### src/rtl/lcd1602_pkg.sv
// Shared constants, state encodings and the init command ROM for the LCD1602 driver.
package lcd1602_pkg;

  localparam logic [7:0] CMD_FUNC    = 8'h38;  // 8-bit bus, 2 lines, 5x8 font
  localparam logic [7:0] CMD_DISP_ON = 8'h0C;  // display on, cursor off
  localparam logic [7:0] CMD_ENTRY   = 8'h06;  // auto-increment, no shift
  localparam logic [7:0] CMD_CLEAR   = 8'h01;  // clear display (slow command)
  localparam logic [7:0] CMD_ROW1    = 8'h80;  // DDRAM address 0x00
  localparam logic [7:0] CMD_ROW2    = 8'hC0;  // DDRAM address 0x40

  localparam logic [2:0] INIT_LAST = 3'd4;     // index of the last init command

  typedef enum logic [2:0] {
    ST_PWR, ST_INIT, ST_SNAP, ST_ADDR1, ST_ROW1, ST_ADDR2, ST_ROW2, ST_GAP
  } lcd_state_e;

  typedef enum logic [2:0] {
    PH_IDLE, PH_SETUP, PH_HIGH, PH_HOLD, PH_WAIT
  } wr_phase_e;

  // Init ROM: function set is written twice, clear goes last so its long wait ends init.
  function automatic logic [7:0] init_cmd(input logic [2:0] idx);
    case (idx)
      3'd0, 3'd1: init_cmd = CMD_FUNC;
      3'd2:       init_cmd = CMD_DISP_ON;
      3'd3:       init_cmd = CMD_ENTRY;
      default:    init_cmd = CMD_CLEAR;
    endcase
  endfunction

endpackage

### src/rtl/lcd1602_drive_writer.sv
// One HD44780 byte write: setup, EN pulse, hold, then the execute wait.
// RS/DATA are loaded only when a transaction starts, so they never move around EN.
module lcd_byte_writer
  import lcd1602_pkg::*;
#(
  parameter int T_AS = 5,
  parameter int T_EH = 25,
  parameter int T_AH = 5,
  parameter int CW   = 20
) (
  input  logic          clk,
  input  logic          rst_n,
  input  logic          i_start,
  input  logic          i_rs,
  input  logic [7:0]    i_byte,
  input  logic [CW-1:0] i_wait,
  output logic          o_busy,
  output logic          o_done,
  output logic [7:0]    o_lcd_data,
  output logic          o_lcd_rs,
  output logic          o_lcd_en
);

  localparam logic [CW-1:0] AS_M1 = CW'(T_AS - 1);
  localparam logic [CW-1:0] EH_M1 = CW'(T_EH - 1);
  localparam logic [CW-1:0] AH_M1 = CW'(T_AH - 1);

  wr_phase_e     r_ph, w_ph_nxt;
  logic [CW-1:0] r_cnt, w_cnt_nxt;
  logic [CW-1:0] r_wait;
  logic [7:0]    r_data;
  logic          r_rs, r_en;
  logic          w_load, w_zero;

  assign w_zero = (r_cnt == '0);

  // Phase sequencing: each phase lasts (loaded count + 1) cycles, counting down to 0.
  always_comb begin
    w_ph_nxt  = r_ph;
    w_cnt_nxt = w_zero ? r_cnt : r_cnt - 1'b1;
    w_load    = 1'b0;
    case (r_ph)
      PH_IDLE: begin
        w_cnt_nxt = r_cnt;
        if (i_start) begin
          w_ph_nxt  = PH_SETUP;
          w_cnt_nxt = AS_M1;
          w_load    = 1'b1;
        end
      end
      PH_SETUP: if (w_zero) begin w_ph_nxt = PH_HIGH; w_cnt_nxt = EH_M1;         end
      PH_HIGH:  if (w_zero) begin w_ph_nxt = PH_HOLD; w_cnt_nxt = AH_M1;         end
      PH_HOLD:  if (w_zero) begin w_ph_nxt = PH_WAIT; w_cnt_nxt = r_wait - 1'b1; end
      PH_WAIT:  if (w_zero) begin w_ph_nxt = PH_IDLE;                            end
      default:  w_ph_nxt = PH_IDLE;
    endcase
  end

  // Phase/count registers; EN is registered straight from the next phase so it is glitch-free.
  always_ff @(posedge clk or negedge rst_n) begin
    if (!rst_n) begin
      r_ph   <= PH_IDLE;
      r_cnt  <= '0;
      r_wait <= '0;
      r_data <= '0;
      r_rs   <= 1'b0;
      r_en   <= 1'b0;
    end else begin
      r_ph  <= w_ph_nxt;
      r_cnt <= w_cnt_nxt;
      r_en  <= (w_ph_nxt == PH_HIGH);
      if (w_load) begin
        r_data <= i_byte;
        r_rs   <= i_rs;
        r_wait <= i_wait;
      end
    end
  end

  assign o_busy     = (r_ph != PH_IDLE);
  assign o_done     = (r_ph == PH_WAIT) && w_zero;
  assign o_lcd_data = r_data;
  assign o_lcd_rs   = r_rs;
  assign o_lcd_en   = r_en;

endmodule

### src/rtl/lcd1602_drive.sv
// LCD1602 driver top: power-up wait, init commands, then continuous two-row refresh
// from a frame snapshot so a frame on the panel is never torn by mid-frame updates.
module lcd1602_drive
  import lcd1602_pkg::*;
#(
  parameter int CLK_HZ = 50_000_000,
  parameter int T_PWR  = 1_000_000,
  parameter int T_AS   = 5,
  parameter int T_EH   = 25,
  parameter int T_AH   = 5,
  parameter int T_EXEC = 2_500,
  parameter int T_CLR  = 100_000,
  parameter int T_GAP  = 250_000
) (
  input  logic         CLOCK_50,
  input  logic         rst_n,
  input  logic [255:0] data_in,
  input  logic         bl_in,
  output logic [7:0]   LCD_DATA,
  output logic         LCD_RS,
  output logic         LCD_RW,
  output logic         LCD_EN,
  output logic         LCD_ON,
  output logic         LCD_BLON,
  output logic         init_done,
  output logic         frame_done
);

  localparam int CW = $clog2(T_PWR + 1);

  lcd_state_e    r_state, w_next;
  logic [CW-1:0] r_cnt;
  logic [4:0]    r_idx;
  logic [2:0]    r_init_idx;
  logic [255:0]  r_frame;
  logic          r_issued, r_init_done, r_frame_done, r_on, r_blon;

  logic          w_wr_state, w_start, w_busy, w_done, w_rs;
  logic [7:0]    w_byte;
  logic [CW-1:0] w_wait;

  // States that drive one byte write each; r_issued stops a second start for the same byte.
  assign w_wr_state = (r_state == ST_INIT) || (r_state == ST_ADDR1) || (r_state == ST_ROW1) ||
                      (r_state == ST_ADDR2) || (r_state == ST_ROW2);
  assign w_start    = w_wr_state && !w_busy && !r_issued;

  // Byte source per state; only the clear command gets the long execute wait.
  always_comb begin
    w_byte = CMD_ROW1;
    w_rs   = 1'b0;
    case (r_state)
      ST_INIT:  w_byte = init_cmd(r_init_idx);
      ST_ADDR2: w_byte = CMD_ROW2;
      ST_ROW1, ST_ROW2: begin
        w_byte = r_frame[{r_idx, 3'b000} +: 8];
        w_rs   = 1'b1;
      end
      default: ;
    endcase
    w_wait = (r_state == ST_INIT && w_byte == CMD_CLEAR) ? CW'(T_CLR) : CW'(T_EXEC);
  end

  // Sequencing FSM next state.
  always_comb begin
    w_next = r_state;
    case (r_state)
      ST_PWR:   if (r_cnt == '0) w_next = ST_INIT;
      ST_INIT:  if (w_done && r_init_idx == INIT_LAST) w_next = ST_SNAP;
      ST_SNAP:  w_next = ST_ADDR1;
      ST_ADDR1: if (w_done) w_next = ST_ROW1;
      ST_ROW1:  if (w_done && r_idx == 5'd15) w_next = ST_ADDR2;
      ST_ADDR2: if (w_done) w_next = ST_ROW2;
      ST_ROW2:  if (w_done && r_idx == 5'd31) w_next = ST_GAP;
      ST_GAP:   if (r_cnt == '0) w_next = ST_SNAP;
      default:  w_next = ST_PWR;
    endcase
  end

  // State register.
  always_ff @(posedge CLOCK_50 or negedge rst_n) begin
    if (!rst_n) r_state <= ST_PWR;
    else        r_state <= w_next;
  end

  // Delay counter (PWR and GAP), char/init indices, frame snapshot and status flags.
  always_ff @(posedge CLOCK_50 or negedge rst_n) begin
    if (!rst_n) begin
      r_cnt        <= CW'(T_PWR - 1);
      r_idx        <= '0;
      r_init_idx   <= '0;
      r_frame      <= '0;
      r_issued     <= 1'b0;
      r_init_done  <= 1'b0;
      r_frame_done <= 1'b0;
    end else begin
      if (w_next == ST_GAP && r_state != ST_GAP)
        r_cnt <= CW'(T_GAP - 1);
      else if ((r_state == ST_PWR || r_state == ST_GAP) && r_cnt != '0)
        r_cnt <= r_cnt - 1'b1;
      if (w_start)     r_issued <= 1'b1;
      else if (w_done) r_issued <= 1'b0;
      if (w_done && r_state == ST_INIT) r_init_idx <= r_init_idx + 1'b1;
      // 5-bit index: the only wrap (31 -> 0) happens on the last char of row 2.
      if (w_done && (r_state == ST_ROW1 || r_state == ST_ROW2)) r_idx <= r_idx + 1'b1;
      if (r_state == ST_SNAP) r_frame <= data_in;
      if (w_done && r_state == ST_INIT && r_init_idx == INIT_LAST) r_init_done <= 1'b1;
      r_frame_done <= w_done && (r_state == ST_ROW2) && (r_idx == 5'd31);
    end
  end

  // Panel power and backlight, independent of the sequencer.
  always_ff @(posedge CLOCK_50 or negedge rst_n) begin
    if (!rst_n) begin
      r_on   <= 1'b0;
      r_blon <= 1'b0;
    end else begin
      r_on   <= 1'b1;
      r_blon <= bl_in;
    end
  end

  lcd_byte_writer #(
    .T_AS (T_AS),
    .T_EH (T_EH),
    .T_AH (T_AH),
    .CW   (CW)
  ) u_wr (
    .clk        (CLOCK_50),
    .rst_n      (rst_n),
    .i_start    (w_start),
    .i_rs       (w_rs),
    .i_byte     (w_byte),
    .i_wait     (w_wait),
    .o_busy     (w_busy),
    .o_done     (w_done),
    .o_lcd_data (LCD_DATA),
    .o_lcd_rs   (LCD_RS),
    .o_lcd_en   (LCD_EN)
  );

  assign LCD_RW     = 1'b0;
  assign LCD_ON     = r_on;
  assign LCD_BLON   = r_blon;
  assign init_done  = r_init_done;
  assign frame_done = r_frame_done;

endmodule

### config.mk
export PLATFORM = sky130hd
export DESIGN_NAME = lcd1602_drive
export DESIGN_NICKNAME = d
export VERILOG_FILES = /design/src/rtl/lcd1602_pkg.sv /design/src/rtl/lcd1602_drive_writer.sv /design/src/rtl/lcd1602_drive.sv
export SDC_FILE = /design/constraint.sdc
export NUM_CORES = 1
export LEC_CHECK = 0
export ABC_AREA = 1
export BUFFER_PORTS_ARGS = -buffer_cell sky130_fd_sc_hd__buf_2
export CAP_MARGIN = 20
export CORE_MARGIN = 8
export CORE_UTILIZATION = 62
export DETAILED_ROUTE_END_ITERATION = 10
export PLACE_DENSITY = 0.88
export SLEW_MARGIN = 20
export SYNTH_ARGS = -nofsm -noshare
export SYNTH_HDL_FRONTEND = slang
export SYNTH_SLANG_ARGS = --single-unit
### constraint.sdc
create_clock -name CLOCK_50 -period 3.5 [get_ports CLOCK_50]
set_clock_uncertainty 0.15 [all_clocks]
set_input_delay 0.175 -clock CLOCK_50 [delete_from_list [all_inputs] [get_ports CLOCK_50]]
set_output_delay 0.175 -clock CLOCK_50 [all_outputs]
set_load 0.03 [all_outputs]
==> run metrics <==
unrepaired setup endpoints after global routing false; GRT Total Usage a little over two fifths; crit path capture u_wr.o_lcd_data[0]; RR Startpoint r_idx[1]; clock slew seen by the registers of the worst setup and hold paths 70 ps; post-synthesis async set-or-reset flop share 100%; standard-cell rows 60; MaxCap Viol Count 0; mapped cell area around 0.017 sq mm; Worst Tran Pin Value around 940 ps; post-cts repair resize count 0; count of final setup violators 0; min Tclk post-route approximately 2700 ps; Max H-tree Level 2; global route total overflow 0; total vias in the final route 19200; Post-synth EDFFs 0; global-route wire length before repair 107000 um; number of global-route vias before repair approximately 19000; CP max stage delay between 500 and 600 ps; Clk Tree Root Cell clkbuf_16; Crit. Startpoint r_idx[1]; Hold WC Path Type input port to asynchronous set/reset pin; io pins 274; vias per cell slightly above 6; worst skew pair latency ~540 ps; # fillers 1532; Rel. slew slack between 30% and 40%; CP dominant cell by count nand2_1; WP data required 3820 ps; cell family with most CP delay buffers and inverters; WP data arrival 3050 ps; Crit. End Element flip-flop; critical path class flip-flop to flip-flop; crit-path max FO 41; final hold vios 0; #FFs+latches synth approximately 330; number of nets with antenna violations after routing 0; fraction of layout cells with a size suffix above 1 between 10% and 20%; CTS Buffer Depth 3; # nets final ~3100; initial antenna violation count 16; per-cell routed wire length 22.0 um; Remaining DRCs 0; Reg2Reg Setup Slack approximately 770 ps; largest net degree at the start of global routing approximately 170; fmax approximately 370 MHz; Post-DP Area 0.0183 sq mm; Buf/Inv on CP 2; Syn-to-layout area delta 31.8%; RR Endpoint u_wr.o_lcd_data[0]; syn avg cell area 7.24 sq um; area of all placed cells without fillers approximately 0.022 sq mm; initial core utilization roughly 63%; YS warnings 0; CTS Sinks about 330; WHS about 140 ps; Critical Path Stages 11; DRT Wirelength a little under 70000 um; die area 0.0325 sq mm; final worst-path cycle share between 70% and 80%; Setup WS pre-CTS between 800 and 900 ps; DRT Pass-1 Iters 6; Initial DRC Count ~3000; worst vdd ir ~380 uV; final setup margin 771 ps; Port Buffers 272; CTS tree built; Die X 180 um; crit-path cells buf_4, nand2_1, inv_1, nand2_1, nand3_1, nand3_1, nand2_1, nand2_1, nand2_1, nand2_1, nand2_1; R2R depth 11; Pwr Total 8300 uW; CP startpoint kind flip-flop; setup_tns 0 ps; Cells after Synth 2312; share of the yosys chip area belonging to registers around half; max-slew violation total from the final report 0; Final GP Congestion ~0.93; Yosys cell types between 40 and 50; Die Y 180 um; Core ar. around 0.027 sq mm; Power Dens Cells 376 mW/mm^2; Net Count, Synth 2586; Num CTS Buffers 36; slowest CP cell inv_1; Post-synth top flop dfrtp_1; Pleak between 0.01 and 0.015 uW; outcome complete, no violations; dpl hpwl approximately 36000 um
-- cells in the mapped netlist, drive strengths merged (3+ instances only) --
library cell | count | area (sq um)
nand2 | 1234 | 4660
dfrtp | 316 | 7910
nand3 | 185 | 938
nor2 | 103 | 433
inv | 100 | 375
o21ai | 83 | 423
buf | 63 | 337
a21oi | 56 | 292
clkbuf | 54 | 203
xor2 | 19 | 166
ha | 15 | 188
nor3 | 13 | 80.1
dfstp | 12 | 315
o211ai | 11 | 82.6
nand3b | 9 | 67.6
xnor2 | 8 | 70.1
nand4 | 6 | 37.5
a21boi | 5 | 37.5
o21bai | 4 | 30.0
a31oi | 3 | 18.8
clkinv | 3 | 11.3
-- stage by stage --
step	utilization (%)	std cells
after floorplan	-	2312
after global placement	68.3	2830
after detailed placement	68.3	2830
after CTS	82.5	3150
after global routing	82.5	3154
final	82.6	3161
-- what timing repair did --
item,CTS,global route
hold buffers,258,0
setup buffers,0,0
hold endpoints to repair,348,0
-- routing by layer --
layer	vias to the layer above	global-route usage [%]	wire length, um
li1	8150	-	-
met1	8762	47.2	23400
met4	18	30.7	6250
met2	1661	63.7	30500
met5	-	0	113
met3	565	18.6	9260
-- area by class of cell --
cell class                      instances  area, sq um  area share, %
Antenna cell                           11         27.5          0.125
Clock buffer                           54         1070           4.85
Clock inverter                          8          130          0.590
Inverter                              103          394           1.79
Multi-Input combinational cell       1764         7590           34.4
Sequential cell                       328         8230           37.3
Tap cell                              341          427           1.93
Timing Repair Buffer                  552         4190           19.0
-- sequential cells by signal, indices dropped and copies added (netlist names) --
signal           flops
u_wr.o_lcd_en        1
frame_done           1
u_wr.r_cnt          20
r_state              3
u_wr.r_ph            3
r_init_idx           3
LCD_ON               1
r_idx                5
init_done            1
u_wr.r_wait          3
r_issued             1
u_wr.o_lcd_rs        1
r_cnt               20
r_frame            256
LCD_BLON             1
u_wr.o_lcd_data      8
-- how the worst min path moves through the flow --
stage | endpoint | slack [ps] | depth (start not counted)
after floorplan | LCD_BLON | -270 | 0
after global placement | LCD_BLON | 130 | 1
after detailed placement | LCD_BLON | 140 | 1
after CTS | LCD_BLON | 140 | 2
after global routing | LCD_BLON | 160 | 2
final | r_frame[158] | 140 | 2
-- cell usage in the layout, fill, tap and decap left out, types with 11 or more instances in the layout --
cell type,netlist,layout
a21oi_1,55,55
clkbuf_16,0,38
diode_2,0,11
buf_2,53,271
nand2_1,1228,1228
dfrtp_1,316,314
xor2_1,19,19
dlygate4sd3_1,0,258
o211ai_1,11,11
buf_4,3,16
dfstp_2,12,12
nor2_1,94,93
ha_1,15,15
nand3_1,184,184
inv_1,95,94
o21ai_0,79,79
-- cells by family after synthesis --
family / synth area share [%]
flops: 49.1
other cells: 0.0449
buf+inv: 5.53
simple gates: 37.2
xor+xnor: 1.41
fa+ha+maj: 1.12
compound gates: 5.52
-- report_power, final --
| group | internal, uW | switching [uW] | leakage [uW] | total [uW] |
|---|---|---|---|---|
| sequential | 3790 | 0.211 | 0.00311 | 3790 |
| combinational | 298 | 210 | 0.00754 | 508 |
| clock | 2340 | 1660 | 0.000588 | 4000 |
Note: power is estimated with default switching activity, not from simulation.
